**config.mk**
```make
export PLATFORM = sky130hd
export DESIGN_NAME = servo_controller_flat
export DESIGN_NICKNAME = d
export VERILOG_FILES = /design/src/rtl/servo_pkg.sv /design/src/rtl/servo_if.sv /design/src/rtl/servo_pwm_channel.sv /design/src/rtl/servo_controller.sv /design/src/flat_wrapper.sv
export SDC_FILE = /design/constraint.sdc
export NUM_CORES = 1
export LEC_CHECK = 0
export BUFFER_PORTS_ARGS = -buffer_cell sky130_fd_sc_hd__buf_2
export CAP_MARGIN = 20
export CORE_MARGIN = 1
export CORE_UTILIZATION = 56
export DETAILED_ROUTE_END_ITERATION = 8
export GPL_TIMING_DRIVEN = 0
export PLACE_DENSITY = 0.75
export SETUP_SLACK_MARGIN = 0.5
export SLEW_MARGIN = 20
export SYNTH_ARGS = -nofsm -noshare
export SYNTH_HDL_FRONTEND = slang
export SYNTH_SLANG_ARGS = --single-unit
```
**constraint.sdc**
```tcl
create_clock -name clk -period 2.6 [get_ports clk]
set_input_delay 0.39 -clock clk [delete_from_list [all_inputs] [get_ports clk]]
set_output_delay 0.39 -clock clk [all_outputs]
set_load 0.02 [all_outputs]
```
**src/rtl/servo_pkg.sv**
```systemverilog
// servo_pkg
//   Shared constants and types for the four-channel servo PWM generator.
//   FULL_CYCLE is the frame length in clocks. COUNTER_BIT_WIDTH is the width of
//   the frame counter. width_t and count_t are deliberately the same width, so
//   the compare in each channel needs no extension.
package servo_pkg;

    localparam int SIGNAL_BIT_WIDTH  = 15;
    localparam int ADDRESS_BIT_WIDTH = 2;
    localparam int PWM_SIGNAL_COUNT  = 2 ** ADDRESS_BIT_WIDTH;
    localparam int FULL_CYCLE        = 20000;
    localparam int COUNTER_BIT_WIDTH = $clog2(FULL_CYCLE);

    typedef logic [SIGNAL_BIT_WIDTH-1:0]  width_t;
    typedef logic [COUNTER_BIT_WIDTH-1:0] count_t;
    typedef logic [ADDRESS_BIT_WIDTH-1:0] addr_t;

    // Last counter value of a frame. The edge leaving this value is the frame boundary.
    localparam count_t LAST_COUNT = count_t'(FULL_CYCLE - 1);

endpackage

```
**src/rtl/servo_if.sv**
```systemverilog
// servo_if
//   Host write port of the servo controller.
//   cs   : write strobe, sampled on the rising clock
//   addr : channel to write
//   data : pulse width in clocks
//   The master modport is used by the host. The slave modport is used by servo_controller.
interface servo_if;
    import servo_pkg::*;

    logic   cs;
    addr_t  addr;
    width_t data;

    modport master (output cs, addr, data);
    modport slave  (input  cs, addr, data);

endinterface

```
**src/rtl/servo_pwm_channel.sv**
```systemverilog
// servo_pwm_channel
//   One PWM output with a double-buffered pulse width.
//   clk, rst     : clock and asynchronous active-low reset
//   write_en     : load data into the pending width this cycle
//   data         : new pulse width in clocks
//   boundary     : high during the last cycle of a frame. On the following edge,
//                  pending is copied into active.
//   counter_next : value the shared frame counter takes on the coming edge
//   pwm          : registered PWM output
module servo_pwm_channel
    import servo_pkg::*;
(
    input  logic   clk,
    input  logic   rst,
    input  logic   write_en,
    input  width_t data,
    input  logic   boundary,
    input  count_t counter_next,
    output logic   pwm
);

    width_t pending;
    width_t active;
    width_t active_next;

    // The active width changes only at a frame boundary. A write on the
    // boundary edge therefore reaches pending only, and the frame that is just
    // starting keeps the old pending value.
    always_comb begin
        active_next = boundary ? pending : active;
    end

    // The output is compared against the values that counter and active take
    // after this edge. This makes the registered output line up with the
    // counter: counts 0..C-1 are high, giving exactly C clocks. A width of
    // FULL_CYCLE or more is never reached by the counter, so the output stays high.
    always_ff @(posedge clk or negedge rst) begin
        if (!rst) begin
            pending <= '0;
            active  <= '0;
            pwm     <= 1'b0;
        end else begin
            if (write_en) begin
                pending <= data;
            end
            active <= active_next;
            pwm    <= (counter_next < active_next);
        end
    end

endmodule

```
**src/rtl/servo_controller.sv**
```systemverilog
// servo_controller
//   Four-channel hobby-servo PWM generator. All channels share one frame of
//   FULL_CYCLE clocks. Widths written by the host take effect at the next frame boundary.
//   clk    : sole clock, rising edge
//   rst    : asynchronous active-low reset. It clears all widths and the outputs.
//   bus    : host write port (servo_if.slave)
//   signal : PWM outputs, bit i = channel i
module servo_controller
    import servo_pkg::*;
(
    input  logic                        clk,
    input  logic                        rst,
    servo_if.slave                      bus,
    output logic [PWM_SIGNAL_COUNT-1:0] signal
);

    count_t                      counter;
    count_t                      counter_next;
    logic                        boundary;
    logic [PWM_SIGNAL_COUNT-1:0] write_en;

    // The boundary is the last count of the frame. On that edge the counter
    // wraps to 0, and every channel loads its pending width.
    always_comb begin
        boundary     = (counter == LAST_COUNT);
        counter_next = boundary ? '0 : counter + count_t'(1);
    end

    always_ff @(posedge clk or negedge rst) begin
        if (!rst) begin
            counter <= '0;
        end else begin
            counter <= counter_next;
        end
    end

    // One-hot write enable from the channel address.
    always_comb begin
        write_en = '0;
        if (bus.cs) begin
            write_en[bus.addr] = 1'b1;
        end
    end

    for (genvar i = 0; i < PWM_SIGNAL_COUNT; i++) begin : g_channel
        servo_pwm_channel u_channel (
            .clk          (clk),
            .rst          (rst),
            .write_en     (write_en[i]),
            .data         (bus.data),
            .boundary     (boundary),
            .counter_next (counter_next),
            .pwm          (signal[i])
        );
    end

endmodule

```
**src/flat_wrapper.sv**
```systemverilog
// flat-port wrapper written by rule: the top's interface ports become plain ports
module servo_controller_flat import servo_pkg::*;
  (clk, rst, signal, bus_cs, bus_addr, bus_data);
  servo_if bus_i ();
  input  logic clk;
  input  logic rst;
  output logic [PWM_SIGNAL_COUNT-1:0] signal;
  input wire logic [$bits(bus_i.cs)-1:0] bus_cs;
  input wire logic [$bits(bus_i.addr)-1:0] bus_addr;
  input wire logic [$bits(bus_i.data)-1:0] bus_data;
  assign bus_i.cs = bus_cs;
  assign bus_i.addr = bus_addr;
  assign bus_i.data = bus_data;
  servo_controller u_core (.clk(clk), .rst(rst), .bus(bus_i), .signal(signal));
endmodule
```
==> results of run 1 <==
==> layout make-up <==
class                      instances  area (µm²)
buffer                            17         208
multi-input combinational        346        3400
clock inverter                    13         143
clock buffer                      19         453
sequential                       139        3480
tap                              143         179
inverter                          59         221
fill                             710        3040
timing repair buffer              54         442
==> per-stage QoR <==
step                area, µm²  setup slack, ps  cells  utilization [%]
detailed placement       7070             -825    728             61.1
CTS                      8350             -259    785             72.2
floorplan                6740             -107    561                -
finish                   8530             -400    790             73.8
global route             8530             -500    790             73.8
global placement         7030             -776    727             60.8
==> placed cells by master (no fill, tap or decap), drive strengths merged, types with 18 or more instances in the layout <==
| master | instances |
|---|---|
| dfrtp | 139 |
| buf | 67 |
| inv | 61 |
| mux2 | 59 |
| ha | 57 |
| nand2 | 52 |
| mux2i | 47 |
| a21oi | 22 |
| clkbuf | 21 |
| nor2 | 19 |
| o21ai | 18 |
==> kinds of logic (layout without fill, tap and decap cells) <==
| group | after synthesis | count (layout) | synth area share, % |
|---|---|---|---|
| xor+xnor | 13 | 13 | 1.70 |
| flops | 139 | 139 | 51.8 |
| buf+inv | 76 | 162 | 5.68 |
| simple gates | 116 | 116 | 8.68 |
| compound gates | 54 | 54 | 4.62 |
| mux | 106 | 106 | 16.9 |
| fa+ha+maj | 57 | 57 | 10.6 |
==> worst max-delay path, cell delays in order, from the launching register on <==
cell      delay, ps
dfrtp_1         400
ha_4            150
nor4b_4         230
and4_4          310
buf_12          150
buf_12          180
mux2i_4         270
ha_1            300
a21oi_1         200
nor2_1           90
a211oi_2        250
o21ai_1         140
a211oi_2        240
==> worst min-delay path by stage <==
stage                     cells after the start                                         to                               startpoint
after floorplan                               0                          u_core.counter[0]                                      rst
after global placement                        2    u_core.g_channel[1].u_channel.active[0]  u_core.g_channel[1].u_channel.active[0]
after detailed placement                      1   u_core.g_channel[1].u_channel.pending[4]                                      rst
after CTS                                     2  u_core.g_channel[2].u_channel.pending[11]                             bus_data[11]
after global routing                          2   u_core.g_channel[3].u_channel.pending[9]                              bus_data[9]
final                                         2  u_core.g_channel[2].u_channel.pending[11]                             bus_data[11]
==> power groups by stage <==
| stage | Clock [mW] | Combinational (mW) | Sequential, mW |
|---|---|---|---|
| 6_report | 2.42 | 0.294 | 2.48 |
| 5_1_grt | 2.54 | 0.324 | 2.49 |
| 4_1_cts | 2.44 | 0.296 | 2.46 |
| 3_5_place_dp | 0 | 0.288 | 2.47 |
| 3_3_place_gp | 0 | 0.267 | 2.46 |
| 2_1_floorplan | 0 | 0.184 | 2.44 |
==> per-layer routing <==
layer,vias up,wire [µm],share of wire [%],track usage [%]
met1,2384,7310,43,36.9
li1,2093,-,-,-
met2,173,8580,50,47.0
met3,38,814,4.7,6.15
met5,-,0,0,0
met4,0,450,2.6,14.1
==> sequential cells by signal, summed over array words and instances (netlist names) <==
name / flops
u_core.g_channel.u_channel.pending: 60
u_core.g_channel.u_channel.pwm: 4
u_core.g_channel.u_channel.active: 60
u_core.counter: 15
==> timing repair <==
action	in CTS	in global routing
setup endpoints to repair	21	8
hold buffers	1	0
gates resized for setup	86	28
pin swaps	20	10
cloned	2	0
hold endpoints to repair	51	0
setup buffers	22	5
==> Yosys cell counts, types with 7 or more instances <==
library cell and instances:
ha_1 57, o21ai_0 18, nor2_1 19, mux2_2 59
nand2_1 52, mux2i_1 47, nand4_1 13, inv_2 7
a21oi_1 22, inv_1 52, dfrtp_1 139, xor2_1 9
nand3_1 9
==> results.sh, run 1 <==
export IMPL_status="finished with violations"
export IMPL_violations="design-rule violations, negative setup slack"
export IMPL_wl_mm=17.2
export IMPL_hold_viol_final=0
export IMPL_worstSetupPathType="reg -> reg"
export IMPL_synth_seq_cells=139
export IMPL_die_h_um=112
export IMPL_n_antenna_cell=0
export IMPL_gp_congestion=0.866
export IMPL_setup_worst_path_end="u_core.g_channel[0].u_channel.pwm"
export IMPL_port_buffers=23
export IMPL_hold_path_class="in -> reg"
export IMPL_grt_usage_pct=28.8
export IMPL_clkPwrFrac_pct=46.7
export IMPL_vias=4688
export IMPL_ir_worst_vdd_mv=0.344
export IMPL_synth_flop_cell="dfrtp_1"
export IMPL_placeableCoreArea_um2=11600
export IMPL_viasPerCell=5.93
export IMPL_hpwlAfterDp_mm=9.92
export IMPL_drt_iter0_markers=304
export IMPL_synth_top_cell_area_share_pct=51.8
export IMPL_async_reset_ff_share_pct=100
export IMPL_cp_data_arrival_time_ps=3330
export IMPL_r2r_cells=12
export IMPL_grt_max_degree=89
export IMPL_synth_edf_count=0
export IMPL_area_growth_pct=27.0
export IMPL_switching_share_pct=23.4
export IMPL_drive_gt1_share_pct=36.9
export IMPL_finalSetupTns_ps=-1520
export IMPL_antenna_found_initial=0
export IMPL_finish_net_count=711
export IMPL_rows=39
export IMPL_finalClockSkew_ps=14.4
export IMPL_synth_yosys_seq_area_share_pct=51.8
export IMPL_hold_ws_ps=244
export IMPL_cts_sinks=139
export IMPL_p_comb_share_pct=5.7
export IMPL_finalPower_mw=5.19
export IMPL_avgSynthCellArea_um2=12.0
export IMPL_ant_nets=0
export IMPL_grt_first_pass_wirelength_mm=26.6
export IMPL_cts_tree="yes"
export IMPL_synth_cells=561
export IMPL_drcViolationCount=3
export IMPL_synth_area_um2=6720
export IMPL_r2r_start="u_core.counter[0]"
export IMPL_clock_latency_ps=420
export IMPL_p_leak_nw=4.18
export IMPL_crit_path_start_kind="flop"
export IMPL_io_pins=24
export IMPL_rsz0062_at_grt="true"
export IMPL_clockRootBuffer="clkbuf_16"
export IMPL_die_area_um2=12400
export IMPL_setup_ws_ps=-400
export IMPL_start_util_pct=58.1
export IMPL_r2r_end="u_core.g_channel[0].u_channel.pwm"
export IMPL_pwr_density_cell_nw_per_um2=609
export IMPL_grt_overflow=0
export IMPL_synth_nets=638
export IMPL_die_w_um=112
export IMPL_first_global_vias=4971
export IMPL_worst_slew_pin_slew_ps=993
export IMPL_path_clk_slew_ps=60
export IMPL_seqPwrFrac_pct=47.7
export IMPL_worstPathMaxFanout=10
export IMPL_slew_viol_final=0
export IMPL_ys_warn_count=0
export IMPL_fmax_ghz=0.333
export IMPL_crit_required_ps=2930
export IMPL_post_synth_top_area_cell="dfrtp_1"
export IMPL_power_internal_mw=3.98
export IMPL_relSlewSlack_pct=33.8
export IMPL_reg2reg_slack_ps=-400
export IMPL_fin_crit_sh_pct=115
export IMPL_setup_viol=4
export IMPL_drv_cap=0
export IMPL_synth_top_cells_by_area="dfrtp_1 52%, ha_1 11%, mux2_2 9.9%"
export IMPL_drtPass1Iterations=7
export IMPL_end_kind="flop"
export IMPL_finalCriticalPeriod_ps=3000
export IMPL_cts_max_level=4
export IMPL_yosysUniqueCellTypes=41
export IMPL_p_sw_mw=1.22
export IMPL_crit_start="u_core.counter[0]"
export IMPL_cts_buffers=17
export IMPL_wl_per_cell_um=21.7
export IMPL_clockBufferDepth=2
No activity file was read; power rests on OpenSTA's default activity.
==> run 2, diff against run 1 <==
- ABC_AREA: unset -> 1
==> run 2 against run 1 <==
Compared with the run above:
- the run ends with negative setup slack left
- count of clock-buffer cells in the layout is the same
- clock power is essentially flat
- register-to-register slack gained 200 ps
- sequential power is essentially flat
- largest cell class unchanged
- global-route usage grew 3.0 points
==> results.sh, run 2 <==
export IMPL_status="finished with violations"
export IMPL_violations="negative setup slack"
export IMPL_synth_flop_cell="dfrtp_1"
export IMPL_path_delay_family="simple AND/OR/NAND/NOR gates"
export IMPL_hpwlAfterDp_mm=12.0
export IMPL_cts_tree="yes"
export IMPL_start_util_pct=57.6
export IMPL_ys_warn_count=0
export IMPL_fin_crit_sh_pct=108
export IMPL_pwr_density_cell_nw_per_um2=560
export IMPL_first_global_vias=5844
export IMPL_p_leak_nw=4.56
export IMPL_setup_viol=3
export IMPL_synth_cells=803
export IMPL_clock_latency_ps=430
export IMPL_gp_congestion=0.847
export IMPL_hold_ws_ps=264
export IMPL_cts_max_level=4
export IMPL_placed_area_um2=7430
export IMPL_wl_mm=20.5
export IMPL_port_buffers=23
export IMPL_finalPower_mw=5.09
export IMPL_area_growth_pct=31.0
export IMPL_synth_top_cells_by_area="dfrtp_1 50%, nand2_1 13%, ha_1 10%"
export IMPL_synth_yosys_seq_area_share_pct=50.1
export IMPL_cts_sinks=139
export IMPL_top_regs="u_core.g_channel.u_channel.active: 60 flops, u_core.g_channel.u_channel.pending: 60 flops, u_core.counter: 15 flops"
export IMPL_worstPathMaxFanout=5
export IMPL_drtPass1Iterations=5
export IMPL_path_common_cell="nand2_1"
export IMPL_end_kind="flop"
export IMPL_rows=40
export IMPL_drt_iter0_markers=456
export IMPL_relSlewSlack_pct=60.0
export IMPL_avgSynthCellArea_um2=8.65
export IMPL_fillers=732
export IMPL_clockBufferDepth=2
export IMPL_grt_first_pass_wirelength_mm=30.1
export IMPL_hold_viol_final=0
export IMPL_final_core_util_pct=75.5
export IMPL_path_clk_slew_ps=60
export IMPL_layout_common_cells="223 x nand2_1, 135 x dfrtp_1, 77 x inv_1"
export IMPL_synth_common_cells="241 x nand2_1, 139 x dfrtp_1, 83 x inv_1"
export IMPL_r2r_cells=17
export IMPL_slew_viol_final=0
export IMPL_cp_data_arrival_time_ps=3140
export IMPL_post_synth_top_area_cell="dfrtp_1"
export IMPL_grt_max_degree=97
export IMPL_die_area_um2=12900
export IMPL_io_pins=24
export IMPL_finalClockSkew_ps=9.44
export IMPL_grt_overflow=0
export IMPL_clockRootBuffer="clkbuf_16"
export IMPL_rsz0062_at_grt="true"
export IMPL_slowest_stage="dfrtp_1"
export IMPL_n_antenna_cell=0
export IMPL_cts_buffers=17
export IMPL_viasPerCell=5.53
export IMPL_die_w_um=113
export IMPL_crit_path_start_kind="flop"
export IMPL_synth_nets=880
export IMPL_placeableCoreArea_um2=12100
export IMPL_grt_usage_pct=31.8
export IMPL_yosysMostFrequentCell="nand2_1"
export IMPL_fmax_ghz=0.357
export IMPL_synth_area_um2=6950
export IMPL_synth_top_cell_area_share_pct=50.1
export IMPL_synth_edf_count=0
export IMPL_finish_net_count=977
export IMPL_cp_num_buf_inv=5
export IMPL_worst_slew_pin_slew_ps=601
export IMPL_antenna_found_initial=0
export IMPL_fin_area_um2=9100
export IMPL_crit_cells=17
export IMPL_drive_gt1_share_pct=30.3
export IMPL_final_common_cell="nand2_1"
export IMPL_wl_per_cell_um=18.9
export IMPL_drcViolationCount=0
export IMPL_crit_required_ps=2940
export IMPL_vias=5973
export IMPL_ant_nets=0
export IMPL_dpl_worst_slack_ps=-69.5
export IMPL_finalCriticalPeriod_ps=2800
export IMPL_async_reset_ff_share_pct=100
export IMPL_worstSetupPathType="reg -> reg"
export IMPL_crit_chain="buf_6 -> ha_4 -> nand3_4 -> nor2_4 -> nand2_4 -> inv_4 -> buf_12 -> buf_8 -> nand2_1 -> nand2_1 -> inv_1 -> ha_1 -> nand2_1 -> nor2_1 -> a211oi_1 -> nand2_1 -> a21oi_2"
export IMPL_setup_ws_ps=-201
export IMPL_yosysUniqueCellTypes=30
export IMPL_min_delay_path_depth=3
export IMPL_drv_cap=0
export IMPL_hold_path_class="in -> reg"
export IMPL_max_stage_delay_ps=370
export IMPL_die_h_um=113
export IMPL_ir_worst_vdd_mv=0.696
export IMPL_synth_seq_cells=139
## run 2: where the power goes
group          switching [mW]  leakage (nW)  internal (mW)
Sequential              0.134          1.83           2.31
Clock                   0.967         0.272           1.44
Combinational           0.158          2.46         0.0809
Total                    1.26          4.56           3.83
## run 2: timing repair
item,CTS,global route
endpoints found under the hold margin,43,0
resized for setup,61,53
setup endpoints to repair,4,5
hold buffers,1,0
buffers inserted,43,6
gates cloned,1,3
pin swaps,42,27
## run 2: per-layer routing
metal  wire (µm)  share of wire [%]  GRT usage, %  up-vias
met2        9520                 47          49.4      310
met4         999                4.9          16.3        0
met3        1520                7.4          9.00       85
li1            -                  -             -     2717
met5           0                  0             0        -
met1        8410                 41          40.9     2861
## run 2: worst register-to-register path: cells and delay by family (launching register included)
family | cells | cell delay (ps)
AO/OA/AOI/OAI | 2 | 560
buffers and inverters | 5 | 500
flip-flops | 1 | 370
AND/OR/NAND/NOR | 8 | 840
adder cells (fa/ha/maj) | 2 | 460
## run 2: cells by family after synthesis
group	Yosys count	synth area share (%)
AND/OR/NAND/NOR	359	21.7
AO/OA/AOI/OAI	104	8.21
flip-flops	139	50.1
adder cells (fa/ha/maj)	57	10.3
buffers and inverters	136	8.72
XOR/XNOR	8	1.01
## run 2: layout make-up
class | count | area, µm² | share of cell area, %
multi-input cells | 528 | 3460 | 38.0
plain buffers | 28 | 238 | 2.61
inverters | 108 | 414 | 4.55
clock inverters | 13 | 143 | 1.57
repair buffers | 78 | 711 | 7.81
flip-flops and latches | 139 | 3480 | 38.3
well taps | 168 | 210 | 2.31
clock buffers | 19 | 443 | 4.87
## run 2: worst paths after layout
check	from	endpoint	slack (ps)
max in group asynchronous	rst	u_core.g_channel[2].u_channel.pending[11]	1380
hold reg to reg	u_core.g_channel[1].u_channel.active[2]	u_core.g_channel[1].u_channel.active[2]	480
setup / recovery	u_core.counter[0]	u_core.g_channel[1].u_channel.pwm	-200
min in group asynchronous	rst	u_core.counter[2]	440
hold / removal	bus_data[0]	u_core.g_channel[0].u_channel.pending[0]	260
setup reg to reg	u_core.counter[0]	u_core.g_channel[1].u_channel.pwm	-200
## run 2: per-stage QoR
stage          std cells  setup TNS (ps)
2_1_floorplan        803               0
3_3_place_gp         994          -94800
3_5_place_dp         995            -208
4_1_cts             1072               0
5_1_grt             1081           -1070
6_report            1081            -306
